[src/rtl/arcade_input_ctrl.sv]
// Player-input front end: PS/2 key decode, joystick merge, orientation remap and
// auto coin-then-start sequencer (enabled by defining ARCADE_AUTO_COIN_EN).
module arcade_input_ctrl #(
  parameter int COIN_CYCLES  = 1200000,
  parameter int GAP_CYCLES   = 2400000,
  parameter int START_CYCLES = 1200000
) (
  input  logic        clk_sys,
  input  logic        reset_n,
  input  logic [10:0] ps2_key,
  input  logic [15:0] joy,
  input  logic        rotate,
  output logic        up,
  output logic        down,
  output logic        left,
  output logic        right,
  output logic        fire,
  output logic        start1,
  output logic        start2,
  output logic        coin1,
  output logic        busy
);

  if (COIN_CYCLES < 1 || GAP_CYCLES < 1 || START_CYCLES < 1) begin : g_bad_param
    $error("arcade_input_ctrl: pulse and gap lengths must be at least 1");
  end

  logic unused_joy_bits;
  assign unused_joy_bits = ^joy[15:8];

  // Key state registers, updated only on a toggle of ps2_key[10].
  logic tog_q, primed;
  logic k_up, k_down, k_left, k_right, k_fire, k_f1, k_f2, k_coin;
  logic key_event;

  assign key_event = primed && (ps2_key[10] != tog_q);

  // NOTE: sequential state uses non-blocking assignments so every register
  // samples pre-edge values regardless of statement order.
  always_ff @(posedge clk_sys or negedge reset_n) begin
    if (!reset_n) begin
      tog_q   <= 1'b0;
      primed  <= 1'b0;
      k_up    <= 1'b0;
      k_down  <= 1'b0;
      k_left  <= 1'b0;
      k_right <= 1'b0;
      k_fire  <= 1'b0;
      k_f1    <= 1'b0;
      k_f2    <= 1'b0;
      k_coin  <= 1'b0;
    end else begin
      tog_q  <= ps2_key[10];
      primed <= 1'b1;
      if (key_event) begin
        case (ps2_key[8:0])
          9'h075, 9'h175: k_up    <= ps2_key[9];
          9'h072, 9'h172: k_down  <= ps2_key[9];
          9'h06B, 9'h16B: k_left  <= ps2_key[9];
          9'h074, 9'h174: k_right <= ps2_key[9];
          9'h029, 9'h014: k_fire  <= ps2_key[9];
          9'h005:         k_f1    <= ps2_key[9];
          9'h006:         k_f2    <= ps2_key[9];
          9'h02E:         k_coin  <= ps2_key[9];
          default: ;
        endcase
      end
    end
  end

  logic u_raw, d_raw, l_raw, r_raw;
  logic s1, s2;

  assign u_raw = k_up    | joy[3];
  assign d_raw = k_down  | joy[2];
  assign l_raw = k_left  | joy[1];
  assign r_raw = k_right | joy[0];
  assign s1    = k_f1 | joy[5];
  assign s2    = k_f2 | joy[6];

  // Horizontal cabinet: the stick is turned a quarter turn.
  always_ff @(posedge clk_sys or negedge reset_n) begin
    if (!reset_n) begin
      up    <= 1'b0;
      down  <= 1'b0;
      left  <= 1'b0;
      right <= 1'b0;
      fire  <= 1'b0;
    end else begin
      up    <= rotate ? l_raw : u_raw;
      down  <= rotate ? r_raw : d_raw;
      left  <= rotate ? d_raw : l_raw;
      right <= rotate ? u_raw : r_raw;
      fire  <= k_fire | joy[4];
    end
  end

`ifdef ARCADE_AUTO_COIN_EN
  localparam int MAX_CYCLES = (COIN_CYCLES > GAP_CYCLES)
                              ? ((COIN_CYCLES > START_CYCLES) ? COIN_CYCLES : START_CYCLES)
                              : ((GAP_CYCLES > START_CYCLES) ? GAP_CYCLES : START_CYCLES);
  localparam int CW = (MAX_CYCLES > 1) ? $clog2(MAX_CYCLES) : 1;

  typedef enum logic [2:0] {S_IDLE, S_COIN, S_GAP, S_START, S_HOLD} state_t;

  state_t        state_q, state_d;
  logic [CW-1:0] cnt_q, cnt_d;
  logic          sel_q, sel_d;      // 0 = player 1, 1 = player 2
  logic          s1_q, s2_q, rise1_q, rise2_q;

  always_ff @(posedge clk_sys or negedge reset_n) begin
    if (!reset_n) begin
      state_q <= S_IDLE;
      cnt_q   <= '0;
      sel_q   <= 1'b0;
      s1_q    <= 1'b0;
      s2_q    <= 1'b0;
      rise1_q <= 1'b0;
      rise2_q <= 1'b0;
      start1  <= 1'b0;
      start2  <= 1'b0;
      coin1   <= 1'b0;
      busy    <= 1'b0;
    end else begin
      state_q <= state_d;
      cnt_q   <= cnt_d;
      sel_q   <= sel_d;
      s1_q    <= s1;
      s2_q    <= s2;
      rise1_q <= s1 & ~s1_q;
      rise2_q <= s2 & ~s2_q;
      start1  <= (state_d == S_START) && !sel_d;
      start2  <= (state_d == S_START) &&  sel_d;
      coin1   <= (state_d == S_COIN) | k_coin | joy[7];
      busy    <= (state_d != S_IDLE);
    end
  end

  // NOTE: every always_comb output gets a default first so no latch is inferred.
  always_comb begin
    state_d = state_q;
    cnt_d   = cnt_q;
    sel_d   = sel_q;
    case (state_q)
      S_IDLE: begin
        if (rise1_q || rise2_q) begin
          sel_d   = !rise1_q;
          cnt_d   = CW'(COIN_CYCLES - 1);
          state_d = S_COIN;
        end
      end
      S_COIN: begin
        if (cnt_q == '0) begin
          cnt_d   = CW'(GAP_CYCLES - 1);
          state_d = S_GAP;
        end else begin
          cnt_d = cnt_q - 1'b1;
        end
      end
      S_GAP: begin
        if (cnt_q == '0) begin
          cnt_d   = CW'(START_CYCLES - 1);
          state_d = S_START;
        end else begin
          cnt_d = cnt_q - 1'b1;
        end
      end
      S_START: begin
        if (cnt_q == '0) state_d = S_HOLD;
        else             cnt_d   = cnt_q - 1'b1;
      end
      S_HOLD: begin
        if (!s1 && !s2) state_d = S_IDLE;
      end
      default: state_d = S_IDLE;
    endcase
  end
`else
  always_ff @(posedge clk_sys or negedge reset_n) begin
    if (!reset_n) begin
      start1 <= 1'b0;
      start2 <= 1'b0;
      coin1  <= 1'b0;
    end else begin
      start1 <= s1;
      start2 <= s2;
      coin1  <= k_coin | joy[7];
    end
  end

  assign busy = 1'b0;
`endif

endmodule

[config.mk]
export PLATFORM = sky130hd
export DESIGN_NAME = arcade_input_ctrl
export DESIGN_NICKNAME = d
export VERILOG_FILES = /design/src/rtl/arcade_input_ctrl.sv
export SDC_FILE = /design/constraint.sdc
export NUM_CORES = 1
export LEC_CHECK = 0
export ABC_AREA = 1
export BUFFER_PORTS_ARGS = -buffer_cell sky130_fd_sc_hd__buf_4
export CORE_UTILIZATION = 49
export CTS_BUF_LIST = sky130_fd_sc_hd__clkbuf_16
export DETAILED_ROUTE_END_ITERATION = 16
export PLACE_DENSITY_LB_ADDON = 0.08
export REMOVE_ABC_BUFFERS = 1
export SYNTH_ARGS = -nofsm -noshare
export SYNTH_HDL_FRONTEND = slang
export SYNTH_SLANG_ARGS = --single-unit
export TNS_END_PERCENT = 20
[constraint.sdc]
create_clock -name clk_sys -period 2.1 [get_ports clk_sys]
set_clock_uncertainty 0.1 [all_clocks]
set_input_delay 0.21 -clock clk_sys [delete_from_list [all_inputs] [get_ports clk_sys]]
set_output_delay 0.21 -clock clk_sys [all_outputs]
set_load 0.05 [all_outputs]
==> summary by stage, run 1 <==
Drt
After detailed routing, the average wire length per cell comes to 9.99 um. The antenna violation net count after detailed routing is 0. After detailed routing, the number of remaining DRC violations is 0.

The total wirelength of the detailed-routed design is 1680 um. The detailed-route via count is 813. Before antenna repair, the detailed router went through 4 iterations. The initial DRC count is 20. In the routed layout, each cell is associated on average with a via count of 4.84.

Die
After floorplanning, the core was divided into 15 placement rows. 39 I/O pins were placed. The floorplan step defined a die boundary enclosing 2000 um^2.

The core outline area is 1710 um^2. The effective utilization at floorplan is 52.2%. In this run the horizontal extent of the chip is 44.7 um. The floorplan step set the die height to 44.7 um.

Placement
The count of buffers added on input and output ports is 29. At the end of routability-driven placement, the weighted congestion stood at 0.803. Detailed placement ended at an HPWL of 1270 um. In this run, placement finished with an instance count of 162.

Power and ir drop
Dividing total power by cell area gives a power density of 721 nW/um^2. The analysis attributes to cell leakage a power of 0.608 nW. The clock power share is 41.8%. The analysis attributes to net switching a power of 0.216 mW. The portion of total power attributed to combinational logic is 16.8%. The sequential power share is 41.4%. The maximum resistive drop on vdd is 0.471 mV. The switching share of power is 24.4%. Overall power consumption after layout is estimated at 0.888 mW. The internal power consumption is 0.672 mW.

Finish
The repair_antennas step left the layout with diodes totalling 0. The number of standard cells in the layout, taps in and fillers out is 168. The net count of the finished layout is 174. In the layout the commonest cells are 29 x sky130_fd_sc_hd__buf_4, 26 x sky130_fd_sc_hd__nand2_1, 18 x sky130_fd_sc_hd__dfrtp_1. Compared with the post-synthesis result, the final layout area differs by 38.1%.

In the final layout, the share of cells above drive strength 1 is 34.3%. The most common cell after layout, fill and taps aside is sky130_fd_sc_hd__buf_4. After filler insertion, the fill cell instance count of the layout stands at 143.

Once layout is complete, the utilization of the core stands at 72.2%.

Setup path
The dominant delay contributor by cell family on the critical path is buffers and inverters. The cell at the slowest stage of the critical path is sky130_fd_sc_hd__dlygate4sd3_1. The endpoint identified for the worst register-to-register timing path is k_down.

The number of cells on the worst reg-to-reg path is 6. The capturing element type of the critical path is a flip-flop. STA classifies the critical path startpoint as an input pin.

The instance count on the critical path is 8. The worst stage delay on the critical path is 540 ps. In this run the worst path has a maximum fanout of 10. Data on the critical path is required at its endpoint by 2120 ps.

The critical path goes through dlygate4sd3_1 > buf_4 > nand2_1 > nand2_2 > nor2_8 > nand3_1 > nand2_1 > o21ai_1. The register-to-register path setup slack is 900 ps. Counting both buffers and inverters, the worst setup path holds a total of 2. The arrival time of data at the critical path endpoint is 1500 ps. Among the stages of the critical path, the cell type that occurs most often is sky130_fd_sc_hd__nand2_1. The critical path is of the input pin to flip-flop type. The launch point of the worst reg-to-reg path is tog_q.

Timing
The total of endpoints with negative setup slack in the final report is 0. Dividing the final minimum period by the clock period gives 70.1%. Timing would allow up to 679 MHz. The worst hold slack after final layout is 53.1 ps. The number of hold-slack violations in the final timing report is 0. The final critical-path required period is 1470 ps.

Summed over all failing endpoints, the final setup total negative slack is 0 ps. Setup repair after global routing left no endpoint under its margin. The max-slew violation count was 0.

GRT
The number of global-route vias before repair is 744. The number of antenna violations at the first check in global routing is 0. The maximum number of pins on one net before global-route repair is 19. Across every metal layer, demand over resource in global routing totals 20.5%. The total overflow reported by the global router is 0. The first global-routing pass estimated 2900 um of wire.

Clocking
After clock tree synthesis, the setup repair step added 0 buffers. The clock latency reported for the late side of the worst-skew pair is 240 ps. The clock tree from TritonCTS is yes. Counting every sink on the clock net gives 18. The level count of the clock H-tree is 1. The clock input transition at the sequential cells of the worst setup and hold paths is 50 ps. The number of gates resized after CTS was 0. The number of buffers created by CTS is 3. The maximum count of clock buffers along a single path is 2.

The root buffer cell is sky130_fd_sc_hd__clkbuf_16.

Synthesis
After synthesis, the largest area contributor takes up 50.5% of total cell area. The average footprint of a synthesized cell is 8.18 um^2. In this run, synthesis produced a sequential element count of 18. The distinct cell type count of the synthesized netlist is 18. Of the synthesized area, sequential elements account for 50.5%. The count of synthesis-stage warnings from yosys is 0. Synthesis produced a netlist whose cell count is 109.

Sorting the synthesized cells by area gives the leading types as sky130_fd_sc_hd__dfrtp_1 50%, sky130_fd_sc_hd__nand2_1 11%, sky130_fd_sc_hd__nand3_1 5.0%. The synthesized area is 892 um^2. Summed over all instances, the cell type with the most area after synthesis is sky130_fd_sc_hd__dfrtp_1.

Min path
In this run the worst hold path is classified as input pin to flip-flop. In this run the most critical hold path is launched from joy[5]. Along the worst hold path, the cell count comes to 2. For hold timing, the worst endpoint is start1.

Outcome
The flow ran to the end, and the final reports show no timing, DRC or antenna violations.

Flow run
The tool flagged a number of max-cap violations equal to 0.
-- layer usage --
metal	part of all wire, %	GRT usage (%)	routed length (um)	vias to the layer above
met5	0	0	0	-
met3	6.9	3.67	115	6
li1	-	-	-	419
met4	2.0	10.9	33	0
met1	41	24.1	694	358
met2	50	35.3	834	30
-- Yosys cell counts --
cell type / instances
sky130_fd_sc_hd__a21oi_1: 2
sky130_fd_sc_hd__inv_1: 9
sky130_fd_sc_hd__nor3_1: 4
sky130_fd_sc_hd__or2_2: 4
sky130_fd_sc_hd__dfrtp_1: 18
sky130_fd_sc_hd__inv_2: 4
sky130_fd_sc_hd__buf_4: 1
sky130_fd_sc_hd__nand2_2: 2
sky130_fd_sc_hd__nor3_2: 3
sky130_fd_sc_hd__o21ai_0: 4
sky130_fd_sc_hd__o21ai_1: 4
sky130_fd_sc_hd__nand3_1: 9
sky130_fd_sc_hd__nor2_2: 3
sky130_fd_sc_hd__nor2_1: 9
sky130_fd_sc_hd__nand2_1: 26
sky130_fd_sc_hd__nor2_8: 1
sky130_fd_sc_hd__conb_1: 2
sky130_fd_sc_hd__nand4_1: 4
-- worst max path at each step --
stage,startpoint,end,slack (ps)
floorplan,tog_q,k_down,1010
global placement,tog_q,k_right,960
detailed placement,tog_q,k_right,940
CTS,ps2_key[10],k_down,630
global route,ps2_key[10],k_down,560
finish,ps2_key[10],k_down,630
-- area by class of cell --
cell class	count	area, um^2	area share [%]
tap	25	31.3	2.54
sequential	18	450	36.5
multi-input combinational	77	385	31.3
inverter	13	48.8	3.96
clock inverter	1	3.75	0.305
clock buffer	3	75.1	6.09
timing repair buffer	31	238	19.3
-- worst register-to-register path, delay by kind of cell, from the launching register on --
family / cells / cell delay, ps
compound gates: 1 / 70
flops: 1 / 380
simple gates: 5 / 540
-- repair_timing --
action,CTS,global route
endpoints found under the hold margin,19,0
setup endpoints to repair,0,0
hold buffers,2,0
-- cell families (layout without fill, tap and decap cells) --
logic type	after synthesis	after routing	share of synthesized area (%)
other cells	2	2	0.842
compound gates	10	10	5.61
simple gates	65	65	36.7
buf+inv	14	48	6.31
flops	18	18	50.5
-- metrics by stage --
stage	instance area, um^2	setup slack (ps)
after floorplan	885	1010
after global placement	1130	957
after detailed placement	1130	940
after CTS	1230	627
after global routing	1230	563
final	1230	628
-- power by group through the flow --
stage / clock (mW) / sequential, mW / combinational [mW]
CTS: 0.378 / 0.368 / 0.149
floorplan: 0 / 0.406 / 0.0464
global route: 0.399 / 0.369 / 0.162
finish: 0.371 / 0.368 / 0.149
detailed placement: 0 / 0.374 / 0.146
global placement: 0 / 0.373 / 0.143
-- state kept, by name (all words and copies together), names as in the netlist --
register  flops
coin1         1
down          1
fire          1
k_coin        1
k_down        1
k_f1          1
k_f2          1
k_fire        1
k_left        1
k_right       1
k_up          1
left          1
primed        1
right         1
start1        1
start2        1
tog_q         1
up            1
Note: power is estimated with default switching activity, not from simulation.
==> run 2, diff against run 1 <==
CORE_UTILIZATION = 41   (was 49)
clock period = 1.3 ns   (was 2.1 ns; I/O delays follow)
==> summary by stage, run 2 (synthesized netlist as in run 1, its figures left out) <==
Die
The number of standard-cell rows in the floorplan came to 16 (was 15). The area of the die is 2370 um^2 (was 2000 um^2). The core outline area is 2000 um^2 (was 1710 um^2). The height of the chip came to 48.6 um (was 44.7 um). The I/O pin count is 39 (unchanged). The horizontal die dimension came to 48.6 um (was 44.7 um). The effective utilization at floorplan is 44.6% (was 52.2%).

Setup path
The startpoint class of the critical path is a flip-flop (was input pin). The capturing element type of the critical path is a flip-flop (unchanged). The count of buffering cells on the critical path with inverters included is 1 (was 2).

The cell at the slowest stage of the critical path is sky130_fd_sc_hd__dfrtp_1 (was sky130_fd_sc_hd__dlygate4sd3_1). The dominant delay contributor by cell family on the critical path is simple AND/OR/NAND/NOR gates (was buffers and inverters). The most prevalent standard cell on the critical path is sky130_fd_sc_hd__nand2_1 (unchanged).

The biggest fanout along the worst timing path is 8 (was 10). The arrival time of data at the critical path endpoint was 1280 ps (was 1500 ps). CP Cell Sequence: nand2_1 > nand2_2 > nor2_8 > buf_4 > nand3_1 > nand2_1 > nand2_1 (was dlygate4sd3_1 > buf_4 > nand2_1 > nand2_2 > nor2_8 > nand3_1 > nand2_1 > o21ai_1). The required time at the endpoint of the critical path is 1340 ps (was 2120 ps). The worst stage delay on the critical path is 380 ps (was 540 ps). The worst setup path category was flip-flop to flip-flop (was input pin to flip-flop).

Clocking
The clock tree from TritonCTS is yes (unchanged). The maximum count of clock buffers along a single path is 2 (unchanged). The clock latency reported for the late side of the worst-skew pair is 250 ps (was 240 ps). The root buffer cell is sky130_fd_sc_hd__clkbuf_16 (unchanged). The clock input transition at the sequential cells of the worst setup and hold paths is 50 ps (about the same). The number of clock sinks seen by CTS is 18 (unchanged).

The level count of the clock H-tree is 1 (unchanged). The number of buffers created by CTS is 3 (unchanged).

Placement
The post-placement setup slack is 112 ps (was 940 ps). The routability congestion estimate from global placement is 0.842 (was 0.803). The HPWL after detailed placement was 1330 um (was 1270 um). The cell area reported after detailed placement was 1140 um^2 (was 1130 um^2). The number of buffers added on ports is 29 (unchanged). The cell count after placement was 164 (was 162).

Drt
The number of DRC violations after detailed routing is 0 (unchanged). The detailed-route via count is 833 (was 813). The initial DRC count was 18 (was 20). The number of iterations in the first detailed-routing pass was 4 (unchanged). The antenna violation net count after detailed routing is 0 (unchanged). The average routed wire per standard cell came to 10.0 um (was 9.99 um). The total wirelength of the detailed-routed design is 1770 um (was 1680 um). The average via count per standard cell is 4.71 (was 4.84).

Finish
The final design area excluding fillers is 1310 um^2 (was 1230 um^2). The number of standard cells in the layout, taps in and fillers out is 177 (was 168). The most common cell after layout, fill and taps aside is sky130_fd_sc_hd__buf_4 (unchanged). The signed area change from the synthesized netlist to the final layout is 46.3% (was 38.1%).

The fraction of the core area covered by cells at the end of the flow was 65.2% (was 72.2%). Most frequent cells in the layout: 31 x sky130_fd_sc_hd__buf_4, 26 x sky130_fd_sc_hd__nand2_1, 18 x sky130_fd_sc_hd__dfrtp_1 (was 29 x sky130_fd_sc_hd__buf_4, 26 x sky130_fd_sc_hd__nand2_1, 18 x sky130_fd_sc_hd__dfrtp_1). The share of cells above drive strength 1 is 34.7% (was 34.3%). The number of nets in the layout is 181 (was 174). The number of antenna diodes was 0 (unchanged).

Min path
The classification of the worst-slack hold path is input pin to flip-flop (unchanged).

Timing
The worst hold slack after final layout is 37.7 ps (was 53.1 ps). The max-slew violation count is 0 (unchanged). RSZ-0062 raised after global routing: yes (was no). The post-layout worst setup margin was 56.6 ps (was 628 ps). The number of hold-slack violations in the final timing report came to 0 (unchanged). The final period utilization is 95.6%. The total of endpoints with negative setup slack in the final report came to 0 (unchanged). The summed negative setup slack over all endpoints came to 0 ps (unchanged). The achievable frequency is 804 MHz. The worst path in the final design needs a cycle of 1240 ps, including I/O delays and setup.

GRT
The number of global-route vias before repair is 801 (was 744). The total overflow reported by the global router is 0 (unchanged). The maximum number of pins on one net before global-route repair is 19 (unchanged). The total routing resource utilization after global routing came to 18.2% (was 20.5%). The number of antenna violations at the first check in global routing is 0 (unchanged). The wire length of the first global-routing pass is 3270 um (was 2900 um).

Power and ir drop
The areal power density over the cells is 1120 nW/um^2 (was 721 nW/um^2). The maximum resistive drop on vdd is 0.773 mV (was 0.471 mV). The total power draw is 1.46 mW (was 0.888 mW). The leakage dissipation is 0.639 nW (was 0.608 nW).

Flow run
The number of max-cap violations is 0 (unchanged).

Outcome
Outcome: completed (unchanged).
[run 2: cell types whose count changed in the layout (fill, tap and decap cells not counted)]
cell	previous run	this run
sky130_fd_sc_hd__nand3_2	0	1
sky130_fd_sc_hd__dlygate4sd3_1	2	7
sky130_fd_sc_hd__nand3_1	9	8
sky130_fd_sc_hd__buf_4	29	31
[run 2: layout make-up]
class,count,area [um^2]
Inverter,13,48.8
Fill cell,187,697
Sequential cell,18,450
Clock buffer,3,75.1
Timing Repair Buffer,38,303
Multi-Input combinational cell,77,390
Clock inverter,1,3.75
Tap cell,27,33.8
[run 2: tightest hold or removal path: stages]
cell and delay [ps]:
sky130_fd_sc_hd__buf_4 80, sky130_fd_sc_hd__o21ai_0 70, sky130_fd_sc_hd__o21ai_0 60
[run 2: report_power, final]
group / leakage [nW] / switching [mW] / internal [mW]
combinational: 0.380 / 0.153 / 0.107
clock: 0.0385 / 0.198 / 0.409
sequential: 0.220 / 0.00942 / 0.585
[run 2: metal layers]
layer	global-route usage (%)	vias to the layer above	part of all wire, %
met5	0	-	0
met2	32.4	31	49
met1	19.9	373	43
met3	4.72	2	6.3
met4	8.82	0	1.2
li1	-	427	-
[run 2: final timing paths]
kind	cells past startpoint	slack, ps	from	end
setup / recovery	7	60	tog_q	k_f1
hold / removal	3	40	joy[3]	right
setup reg to reg	7	60	tog_q	k_f1
hold reg to reg	1	360	k_coin	coin1
max in group asynchronous	2	720	reset_n	right
min in group asynchronous	2	190	reset_n	down
[run 2: timing repair]
item                                    CTS  global route
hold buffers                              7             0
buffers inserted                          0             2
hold endpoints to repair                 24             0
gates resized for setup                   0             1
endpoints found under the setup margin    0             1
==> run 3, diff against run 2 <==
CAP_MARGIN = 20   (was default)
SETUP_SLACK_MARGIN = 0.3   (was default)
==> summary by stage, run 3 (synthesized netlist as in run 1, its figures left out) <==
Finish
The number of antenna diodes is 0 (unchanged). Most frequent cells in the layout: 29 x sky130_fd_sc_hd__buf_4, 25 x sky130_fd_sc_hd__nand2_1, 18 x sky130_fd_sc_hd__dfrtp_1 (was 31 x sky130_fd_sc_hd__buf_4, 26 x sky130_fd_sc_hd__nand2_1, 18 x sky130_fd_sc_hd__dfrtp_1). The share of cells above drive strength 1 came to 35.9% (was 34.7%).

The signed area change from the synthesized netlist to the final layout came to 42.8% (was 46.3%). The number of nets in the layout is 176 (was 181). The number of filler cells placed in the layout is 186 (was 187).

The most common cell after layout, fill and taps aside is sky130_fd_sc_hd__buf_4 (unchanged).

Timing
The summed negative setup slack over all endpoints is 0 ps (unchanged). The number of hold-slack violations in the final timing report is 4 (was 0). The achievable frequency is 855 MHz (was 804 MHz). The final critical-path required period is 1170 ps (was 1240 ps).

The total of endpoints with negative setup slack in the final report is 0 (unchanged). The final period utilization is 90.0% (was 95.6%). The max-slew violation count is 0 (unchanged). The worst hold slack after final layout is -30.8 ps (was 37.7 ps). RSZ-0062 raised after global routing: yes (unchanged).

Clocking
The maximum count of clock buffers along a single path came to 2 (unchanged). The level count of the clock H-tree came to 1 (unchanged). The root buffer cell was sky130_fd_sc_hd__clkbuf_16 (unchanged). The clock tree from TritonCTS was yes (unchanged). The hold buffer count at cts was 3 (was 7). The clock input transition at the sequential cells of the worst setup and hold paths is 50 ps (about the same).

The clock latency reported for the late side of the worst-skew pair is 240 ps (was 250 ps). The number of clock sinks seen by CTS came to 18 (unchanged). The number of buffers created by CTS is 3 (unchanged).

GRT
The number of antenna violations at the first check in global routing is 0 (unchanged). The global-route met3 utilization is 4.72% (unchanged). The maximum number of pins on one net before global-route repair is 19 (unchanged). The met1 track utilization from global routing was 20.3% (was 19.9%). The number of global-route vias before repair is 772 (was 801). The global-route track usage on met2 is 30.3% (was 32.4%). The global-route layer with the greatest usage is met2 (unchanged).

The total overflow reported by the global router is 0 (unchanged). The total routing resource utilization after global routing is 17.7% (was 18.2%). The wire length of the first global-routing pass came to 3190 um (was 3270 um).

Placement
The number of buffers added on ports is 29 (unchanged). The routability congestion estimate from global placement was 0.842 (unchanged). The HPWL after detailed placement is 1330 um (unchanged).

Setup path
The arrival time of data at the critical path endpoint is 1200 ps (was 1280 ps). The launch point of the worst reg-to-reg path was tog_q (unchanged). The register-to-register path setup slack is 130 ps (was 60 ps).

The startpoint class of the critical path is a flip-flop (unchanged). The required time at the endpoint of the critical path is 1330 ps (was 1340 ps). The worst stage delay on the critical path is 410 ps (was 380 ps). CP Cell Sequence: nand2_2 > nand2_4 > nor2_8 > nand3_1 > nand2_1 > o21ai_1 (was nand2_1 > nand2_2 > nor2_8 > buf_4 > nand3_1 > nand2_1 > nand2_1). The number of cells on the worst reg-to-reg path was 6 (was 7). The worst setup path category is flip-flop to flip-flop (unchanged).

The cell at the slowest stage of the critical path is sky130_fd_sc_hd__dfrtp_1 (unchanged). The endpoint of the worst-slack reg-to-reg timing path was k_left (was k_f1). The biggest fanout along the worst timing path is 5 (was 8).

The capturing element type of the critical path is a flip-flop (unchanged).

Min path
The hold path depth was 2 (was 3). The classification of the worst-slack hold path is input pin to flip-flop (unchanged). The hold path startpoint is joy[5] (was joy[3]). The endpoint of the worst hold path is start1 (was right).

Power and ir drop
The maximum resistive drop on vdd came to 0.781 mV (was 0.773 mV). The total power draw is 1.45 mW (was 1.46 mW). The areal power density over the cells came to 1140 nW/um^2 (was 1120 nW/um^2). The leakage dissipation is 0.620 nW (was 0.639 nW).

Drt
The antenna violation net count after detailed routing is 0 (unchanged). The initial DRC count is 18 (unchanged). The average routed wire per standard cell was 10.0 um (unchanged).

The number of iterations in the first detailed-routing pass is 4 (unchanged). The number of DRC violations after detailed routing is 0 (unchanged). The detailed-route via count is 806 (was 833).

The average via count per standard cell is 4.69 (was 4.71). The total wirelength of the detailed-routed design was 1720 um (was 1770 um).

Die
The horizontal die dimension was 48.6 um (unchanged). The I/O pin count is 39 (unchanged). The area of the die is 2370 um^2 (unchanged). The height of the chip came to 48.6 um (unchanged). The effective utilization at floorplan is 44.6% (unchanged).

The number of standard-cell rows in the floorplan is 16 (unchanged). The core outline area came to 2000 um^2 (unchanged).

Flow run
The number of max-cap violations is 0 (unchanged).

Outcome
Outcome: finished, violations left (was completed). The checks that failed: negative hold slack.
[run 3: per-stage QoR]
| stage | instance area, um^2 | std cells | hold slack [ps] | setup slack, ps | utilization [%] |
|---|---|---|---|---|---|
| global route | 1270 | 172 | -34.5 | 38.9 | 63.6 |
| CTS | 1270 | 172 | -32.0 | 125 | 63.4 |
| floorplan | 885 | 108 | -266 | 209 | - |
| detailed placement | 1140 | 164 | -90.7 | 112 | 56.8 |
| finish | 1270 | 172 | -30.8 | 130 | 63.6 |
| global placement | 1140 | 164 | -91.5 | 133 | 56.8 |
[run 3: worst max-delay path: cells and delay by family, from the launching register on]
| kind | cells | cell delay, ps |
|---|---|---|
| flip-flops | 1 | 410 |
| AO/OA/AOI/OAI | 1 | 50 |
| AND/OR/NAND/NOR | 5 | 480 |
[run 3: power by group]
part	internal (mW)	switching [mW]	leakage, nW	total, mW
clock network	0.408	0.195	0.0385	0.603
logic	0.0969	0.153	0.361	0.250
registers	0.585	0.0108	0.220	0.596
[run 3: routing by layer]
layer | wire length [um] | share of wire, %
met1 | 767 | 45
met2 | 825 | 48
met3 | 106 | 6.2
met4 | 21 | 1.2
met5 | 0 | 0
[run 3: timing repair]
item | in CTS | in global routing
endpoints found under the hold margin | 24 | 4
setup endpoints to repair | 16 | 17
resized for setup | 3 | 1
gates cloned | 1 | 0
setup buffers | 0 | 0
[run 3: worst max path at each step]
stage	start	end	slack (ps)
finish	tog_q	k_left	130
global route	tog_q	k_right	40
global placement	tog_q	k_left	130
floorplan	tog_q	k_down	210
detailed placement	tog_q	k_left	110
CTS	tog_q	k_left	120
[run 3: final cells by class]
class | count | area [um^2] | share of cell area (%)
inverters | 13 | 48.8 | 3.83
clock buffers | 3 | 75.1 | 5.89
repair buffers | 32 | 248 | 19.4
multi-input cells | 78 | 414 | 32.5
flip-flops and latches | 18 | 450 | 35.4
clock inverters | 1 | 3.75 | 0.295
well taps | 27 | 33.8 | 2.65
